File: src/rtl/battery_source_arbiter.sv
// Two-battery load arbiter: break-before-make switching with dead gap, minimum dwell and low-battery fault.
// Optional BATT_ARB_STATS_EN adds a saturating switch counter output (switch_count).
module battery_source_arbiter #(
  parameter int WIDTH      = 4,
  parameter int LOW_TH     = 2,
  parameter int HYST       = 2,
  parameter int MIN_DWELL  = 8,
  parameter int SWITCH_GAP = 3
) (
  input  logic             clk,
  input  logic             rst_n,
  input  logic             en,
  input  logic [WIDTH-1:0] battA,
  input  logic [WIDTH-1:0] battB,
  output logic             sel_a,
  output logic             sel_b,
  output logic             src_valid,
  output logic             switch_pulse,
  output logic             both_low,
  output logic [WIDTH-1:0] active_level
`ifdef BATT_ARB_STATS_EN
  ,
  output logic [7:0]       switch_count
`endif
);

  localparam int DW = (MIN_DWELL < 1) ? 1 : $clog2(MIN_DWELL + 1);
  localparam int GW = (SWITCH_GAP < 2) ? 1 : $clog2(SWITCH_GAP);

  localparam logic [WIDTH-1:0] LOW_LVL   = WIDTH'(LOW_TH);
  localparam logic [WIDTH:0]   REC_LVL   = (WIDTH + 1)'(LOW_TH + HYST);
  localparam logic [DW-1:0]    DWELL_MAX = DW'(MIN_DWELL);
  localparam logic [GW-1:0]    GAP_LAST  = GW'(SWITCH_GAP - 1);

  typedef enum logic [2:0] {
    IDLE,
    USE_A,
    USE_B,
    GAP_TO_A,
    GAP_TO_B,
    FAULT
  } state_t;

  state_t           r_state;
  state_t           w_next;
  logic [DW-1:0]    r_dwell;
  logic [DW-1:0]    w_dwell_next;
  logic [GW-1:0]    r_gap;
  logic [GW-1:0]    w_gap_next;
  logic             w_pulse;

  logic             r_sel_a;
  logic             r_sel_b;
  logic             r_valid;
  logic             r_pulse;
  logic             r_fault;
  logic [WIDTH-1:0] r_level;
  logic [WIDTH-1:0] w_level_next;

  logic             w_a_low;
  logic             w_b_low;
  logic             w_a_ge_b;
  logic [WIDTH-1:0] w_max;

  assign w_a_low  = (battA <= LOW_LVL);
  assign w_b_low  = (battB <= LOW_LVL);
  assign w_a_ge_b = (battA >= battB);
  assign w_max    = w_a_ge_b ? battA : battB;

  always_comb begin
    w_next       = r_state;
    w_dwell_next = r_dwell;
    w_gap_next   = r_gap;
    w_pulse      = 1'b0;
    case (r_state)
      IDLE: begin
        if (en) begin
          if (!(w_a_low && w_b_low)) begin
            w_next       = w_a_ge_b ? USE_A : USE_B;
            w_dwell_next = '0;
          end else begin
            w_next = FAULT;
          end
        end
      end
      USE_A: begin
        if (!en) begin
          w_next = IDLE;
        end else if (w_a_low && w_b_low) begin
          w_next = FAULT;
        end else if (!w_b_low && ((battA == '0) || (w_a_low && (r_dwell >= DWELL_MAX)))) begin
          w_next     = GAP_TO_B;
          w_gap_next = '0;
        end else if (r_dwell != DWELL_MAX) begin
          w_dwell_next = r_dwell + 1'b1;
        end
      end
      USE_B: begin
        if (!en) begin
          w_next = IDLE;
        end else if (w_a_low && w_b_low) begin
          w_next = FAULT;
        end else if (!w_a_low && ((battB == '0) || (w_b_low && (r_dwell >= DWELL_MAX)))) begin
          w_next     = GAP_TO_A;
          w_gap_next = '0;
        end else if (r_dwell != DWELL_MAX) begin
          w_dwell_next = r_dwell + 1'b1;
        end
      end
      GAP_TO_A, GAP_TO_B: begin
        // Gap end re-evaluates levels: prefer the target, fall back to the other side.
        if (!en) begin
          w_next = IDLE;
        end else if (r_gap != GAP_LAST) begin
          w_gap_next = r_gap + 1'b1;
        end else if (r_state == GAP_TO_A ? !w_a_low : !w_b_low) begin
          w_next       = (r_state == GAP_TO_A) ? USE_A : USE_B;
          w_dwell_next = '0;
          w_pulse      = 1'b1;
        end else if (r_state == GAP_TO_A ? !w_b_low : !w_a_low) begin
          w_next       = (r_state == GAP_TO_A) ? USE_B : USE_A;
          w_dwell_next = '0;
          w_pulse      = 1'b1;
        end else begin
          w_next = FAULT;
        end
      end
      FAULT: begin
        if (!en || ({1'b0, w_max} > REC_LVL)) begin
          w_next = IDLE;
        end
      end
      default: w_next = IDLE;
    endcase
  end

  always_comb begin
    w_level_next = '0;
    if (w_next == USE_A) begin
      w_level_next = battA;
    end else if (w_next == USE_B) begin
      w_level_next = battB;
    end
  end

  always_ff @(posedge clk or negedge rst_n) begin
    if (!rst_n) begin
      r_state <= IDLE;
      r_dwell <= '0;
      r_gap   <= '0;
      r_sel_a <= 1'b0;
      r_sel_b <= 1'b0;
      r_valid <= 1'b0;
      r_pulse <= 1'b0;
      r_fault <= 1'b0;
      r_level <= '0;
    end else begin
      r_state <= w_next;
      r_dwell <= w_dwell_next;
      r_gap   <= w_gap_next;
      r_sel_a <= (w_next == USE_A);
      r_sel_b <= (w_next == USE_B);
      r_valid <= (w_next == USE_A) || (w_next == USE_B);
      r_pulse <= w_pulse;
      r_fault <= (w_next == FAULT);
      r_level <= w_level_next;
    end
  end

  assign sel_a        = r_sel_a;
  assign sel_b        = r_sel_b;
  assign src_valid    = r_valid;
  assign switch_pulse = r_pulse;
  assign both_low     = r_fault;
  assign active_level = r_level;

`ifdef BATT_ARB_STATS_EN
  logic [7:0] r_switch_count;

  always_ff @(posedge clk or negedge rst_n) begin
    if (!rst_n) begin
      r_switch_count <= '0;
    end else if (w_pulse && (r_switch_count != 8'hFF)) begin
      r_switch_count <= r_switch_count + 8'd1;
    end
  end

  assign switch_count = r_switch_count;
`endif

endmodule

File: config.mk
export PLATFORM = sky130hd
export DESIGN_NAME = battery_source_arbiter
export DESIGN_NICKNAME = d
export VERILOG_FILES = /design/src/rtl/battery_source_arbiter.sv
export SDC_FILE = /design/constraint.sdc
export NUM_CORES = 1
export LEC_CHECK = 0
export CAP_MARGIN = 10
export CORE_UTILIZATION = 45
export DETAILED_ROUTE_END_ITERATION = 6
export GPL_ROUTABILITY_DRIVEN = 0
export GPL_TIMING_DRIVEN = 0
export PLACE_DENSITY_LB_ADDON = 0.25
export SETUP_SLACK_MARGIN = 0.1
export SLEW_MARGIN = 20
export SYNTH_ARGS = -nofsm -noshare
export SYNTH_HDL_FRONTEND = slang
export SYNTH_SLANG_ARGS = --single-unit
File: constraint.sdc
create_clock -name clk -period 2 [get_ports clk]
set_input_delay 0.4 -clock clk [delete_from_list [all_inputs] [get_ports clk]]
set_output_delay 0.4 -clock clk [all_outputs]
set_load 0.01 [all_outputs]
== Word level (Yosys, flattened, before mapping) ==
Cells that the tools add are included.
Word-level totals
  register bits after elaboration: 18
  bits of input ports: 11
  output and inout port bits: 9
  logic and storage cells: 110
Cells by class
  $add $sub $neg: 2
  $lt $le $gt $ge: 5
  equality and inequality tests: 24
  multiplexer cells: 50
  reduce and logical (&&, ||, !) cells: 20
Operators by type and width (count)
  2-to-1 mux 4 bit: 16
  2-to-1 mux 3 bit: 13
  != test 2 bit, second input constant: 14
  2-to-1 mux 2 bit: 11
  one-hot mux 4 bit (4 select lines): 1
  one-hot mux 3 bit (5 select lines): 1
  AND reduction 12 bit: 1
  == test 3 x 2 -> 1 bit, second input constant: 3
  == test 3 bit, second input constant: 3
  AND reduction 9 bit: 1
  <= comparator 4 x 2 -> 1 bit, second input constant: 2
  zero test 4 bit: 2
  2-to-1 mux 1 bit: 7
  == test 3 x 1 -> 1 bit, second input constant: 2
  one-hot mux 2 bit (3 select lines): 1
  logical AND 1 bit: 5
  adder 4 x 1 -> 4 bit, second input constant: 1
  greater-or-equal comparator 4 bit: 1
  greater-or-equal comparator 4 bit, second input constant: 1
  greater-than comparator 4 x 3 -> 1 bit, second input constant: 1
  logical OR 1 bit: 4
  != test 4 bit, second input constant: 1
  nonzero test 4 bit: 1
  zero test 1 bit: 3
  5 further kinds: 5

== Logic depth before layout (Yosys ltp) ==
  depth after elaboration: 11
  gate-level depth with buffers: 9
  gate-level depth less buffers: 9

== Worst setup path after synthesis ==
No wires, ideal clock.
  path type: in2reg
  start: in battB[1]
  end: reg r_level[0] (netlist: active_level[0])
  setup time: 0.068 ns
  data arrival time: 2.069 ns
  required time: 1.932 ns
  path slack: -0.138 ns
  stages on the path: 6
  path buffers: 0
  path through: a211o_2 -> o2111a_1 -> or4_4 -> a311o_1 -> a211oi_4 -> a32o_1
On the way
  word-level cells in the longest chain between the ends: 11
  elaborated cells between the ends (all ways): 33
  those cells by class: 3 x order compare; 2 x eq/ne; 20 x mux; 8 x reduce/logical
Ends and longest elaborated chain
  from (decl): line 14  | input logic [WIDTH-1:0] battB,
  parallel branches: the longest is 7 deep, another holds greater-or-equal comparator 4 bit
  one-hot mux 3 bit (5 select lines) *: line 75  | case (r_state)
  == test 3 x 2 -> 1 bit: line 141  | end else if (w_next == USE_B) begin
  2-to-1 mux 4 bit: line 141
  2-to-1 mux 4 bit *: line 139  | if (w_next == USE_A) begin
  net w_level_next[0]: line 58  | logic [WIDTH-1:0] w_level_next;
  to (signal assigned): line 166  | r_level <= w_level_next;
  to (decl): line 57  | logic [WIDTH-1:0] r_level;
Mark *: on every way through the listed nets, which the timed path passes.
A chain may end at the register's enable or synchronous reset.

== Worst setup path after layout ==
  start: reg r_dwell[3]
  end: reg r_level[2] (netlist: active_level[2])
On the way
  word-level cells in the longest chain between the ends: 11
  elaborated cells between the ends (all ways): 18
  those cells by class: 1 x order compare; 2 x eq/ne; 9 x mux; 6 x reduce/logical
Ends and longest elaborated chain
  from (decl): line 46  | logic [DW-1:0] r_dwell;
  from (signal assigned): line 159  | r_dwell <= w_dwell_next;
  greater-or-equal comparator 4 bit *: line 91, 103
  logical AND 1 bit (on tied branches): line 103, 91
  logical OR 1 bit (on tied branches): line 103, 91
  logical AND 1 bit (on tied branches): line 103, 91
  2-to-1 mux 3 bit (on tied branches): line 103, 91
  2-to-1 mux 3 bit (on tied branches): line 101, 89
  2-to-1 mux 3 bit (on tied branches): line 99, 87
  one-hot mux 3 bit (5 select lines) *: line 75
  == test 3 x 2 -> 1 bit: line 141
  2-to-1 mux 4 bit: line 141
  2-to-1 mux 4 bit *: line 139
  net w_level_next[2]: line 58
Mark *: on every way through the listed nets, which the timed path passes. The rest lies on a longest branch.

==> metrics.md <==
| Metric | Value |
|---|---|
| Worst-margin pin slew | `0.811 ns` |
| Total of max-cap violations | `0` |
| Drt total wl | `approximately 3700 um` |
| Fin Setup TNS | `-1.62 ns` |
| Maximum VDD drop | `0.864 mV` |
| Finish-stage setup viols | `8` |
| Worst Path Required | `2.25 ns` |
| Std-Cell Rows | `19` |
| Worst r2r dst | `active_level[2]` |
| Leakage Power | `0.000806 uW` |
| Die height | `56.3 um` |
| EDFF count, synth | `0` |
| Clock Skews | `~0.0066 ns` |
| Post-route ant nets | `0` |
| Commonest cells post-synth | `dfrtp_1, nor2_1, inv_1` |
| R2r setup slk | `-0.30 ns` |
| Hpwl dp | `2240 um` |
| Worst skew pair latency | `0.31 ns` |
| #FFs+latches synth | `18` |
| Yosys cell types | `between 50 and 60` |
| Die area | `3170 um2` |
| Crit path from | `r_dwell[3]` |
| Status | `complete, but fails checks` |
| Top sig layer | `met4` |
| Fin area | `1840 um2` |
| First-pass GRT wire length | `5660 um` |
| Register area | `452 um2` |
| Asr flop ratio synth | `1.00` |
| Post-Syn Instances | `150` |
| Vias per std cell | `6.42` |
| Crit path DAT | `2.55 ns` |
| Slew Viols, Final | `0` |
| Min Hold Slack | `roughly 0.46 ns` |
| Via count | `1380` |
| Area Growth Syn to Fin | `38.9%` |
| Clk root buf | `clkbuf_4` |
| Layout cells sized above 1 | `0.315` |
| Final Cycle Share | `1.15` |
| DRT iter0 DRCs | `94` |
| Nets | `203` |
| Rel. slew slack | `0.457` |
| WL met3 | `157 um` |
| Gr ovfl total | `0` |
| Top_reg_cell synth | `dfrtp_1` |
| Synthesis Warnings | `0` |
| Worst r2r path cells | `6` |
| Synth area leaders | `dfrtp_1, ha_1, nor2_1, inv_1, nand2_1` |
| Initial antenna violation count | `0` |
| Hold crit path type | `in -> reg` |
| M1 WL | `1500 um` |
| Power Dens Cells | `slightly above 1000 nW/um2` |
| Cell with the most instances after synthesis | `dfrtp_1` |
| Total Power | `1860 uW` |
| Violated checks | `setup timing` |
| Final hold violation count | `0` |
| Sequential area share after synthesis | `0.340` |
| Filler cells | `~200` |
| Mapped Nets | `168` |
| H-tree depth | `1` |
| # diodes | `0` |
| RR Startpoint | `r_dwell[3]` |
| Drt wl/cell | `17.4 um` |
| Area fraction of the dominant cell type after synthesis | `0.340` |
| Clock buffer depth | `2` |
| I/O pin cnt | `20` |
| Area of the multi-input gates | `963 um2` |
| Largest net degree at the start of global routing | `19` |
| Critical Path Fanout Max | `4` |
| GRT Total Usage | `0.230` |
| Starting Density | `0.477` |
| Post-route DRC | `0` |
| CTS tree | `yes` |
| Dominant cell type by area after synthesis | `dfrtp_1` |
| Synth Cell Area | `1330 um2` |
| RSZ-0062 raised after global routing | `yes` |
| CTS buffer count | `3` |
| Critical Path End | `active_level[2]` |
| Startpoint types | `flip-flop` |
| Worst setup margin | `-0.304 ns` |
| Pre-antenna DRT Iters | `5` |
| Met2 WL | `1920 um` |
| Clk slew on worst S/H paths | `0.12 ns` |
| Fmax | `434 MHz` |
| Crit path capture type | `flip-flop` |
| Vias in the first global route | `1299` |
| Core area | `2780 um2` |
| Die Wd | `56.3 um` |
| Hold buffer count at CTS | `0` |
| Mapped Avg Cell Area | `8.84 um2` |
| PortBufs | `19` |
| Placed Area | `1580 um2` |
| Clock sinks | `18` |
| Min cycle time layout | `approximately 2.3 ns` |
| Crit Path Category | `reg -> reg` |
## area by class of cell
class | instances | area share
multi-input combinational | 113 | 0.523
sequential | 18 | 0.245
timing repair buffer | 30 | 0.141
inverter | 15 | 0.0306
tap | 31 | 0.0211
clock buffer | 4 | 0.0197
buffer | 4 | 0.0190
## state kept, by name (all words and copies together) (netlist names)
| name | flops |
|---|---|
| r_state | 3 |
| active_level | 4 |
| src_valid | 1 |
| r_gap | 2 |
| r_dwell | 4 |
| sel_b | 1 |
| switch_pulse | 1 |
| both_low | 1 |
| sel_a | 1 |
## kinds of logic (layout without fill, tap and decap cells)
| family | count (synthesis) | count (layout) | synth area share |
|---|---|---|---|
| compound gates | 47 | 47 | 0.287 |
| xor+xnor | 1 | 1 | 0.00660 |
| fa+ha+maj | 7 | 7 | 0.0660 |
| buf+inv | 19 | 53 | 0.0651 |
| flops | 18 | 18 | 0.340 |
| mux | 3 | 3 | 0.0255 |
| simple gates | 55 | 55 | 0.210 |
## worst max-delay path: stages, from the launching register on
cell and delay, ns:
dfrtp_2 0.45, or2b_1 0.25, o2111a_1 0.18, or4_4 0.43
a311o_1 0.41, a211oi_4 0.28, a32o_1 0.23
## layout by cell type (no fill, tap or decap), types with 2 or more instances in the layout
cell type and count:
a211oi_1 2, a211oi_4 3, a21oi_1 2, a22o_1 2, a32o_1 4, buf_2 3
buf_4 10, buf_6 3, clkbuf_2 2, clkbuf_4 4, clkdlybuf4s15_2 3, clkdlybuf4s50_1 11
dfrtp_1 17, ha_1 6, inv_1 14, mux2_4 3, nand2_1 12, nand2b_1 2
nand3_1 4, nor2_1 14, nor3_1 2, nor3_4 2, o2111ai_1 2, o21ai_0 8
o22ai_1 2
## repair_timing
item / in CTS / in global routing
setup endpoints to repair: 17 / 17
setup buffers: 5 / 6
gates resized for setup: 31 / 31
pin swaps: 7 / 7
## layer usage
metal | track usage | vias up
met1 | 0.252 | 676
met3 | 0.0392 | 21
met2 | 0.420 | 58
met5 | 0 | -
met4 | 0.118 | 0
li1 | - | 625
## stage by stage
step | setup slack [ns] | util | std cells
after floorplan | -0.111 | - | 150
after global placement | -0.868 | 0.568 | 200
after detailed placement | -0.893 | 0.568 | 200
after CTS | -0.241 | 0.619 | 209
after global routing | -0.334 | 0.662 | 215
final | -0.304 | 0.662 | 215
## worst min-delay path by stage
stage,startpoint,to,slack [ns],cells after the start
after floorplan,rst_n,active_level[0],0.10,0
after global placement,r_gap[1],r_gap[1],0.49,1
after detailed placement,r_gap[1],r_gap[1],0.50,1
after CTS,battB[1],active_level[1],0.52,2
after global routing,battA[0],active_level[0],0.46,2
final,battA[0],active_level[0],0.46,2
## where the power goes
group          total (uW)  internal, uW  switching (uW)
Combinational        1080           512             567
Sequential            540           473            66.6
Clock                 243           111             132
(Power assumes the default switching activity.)
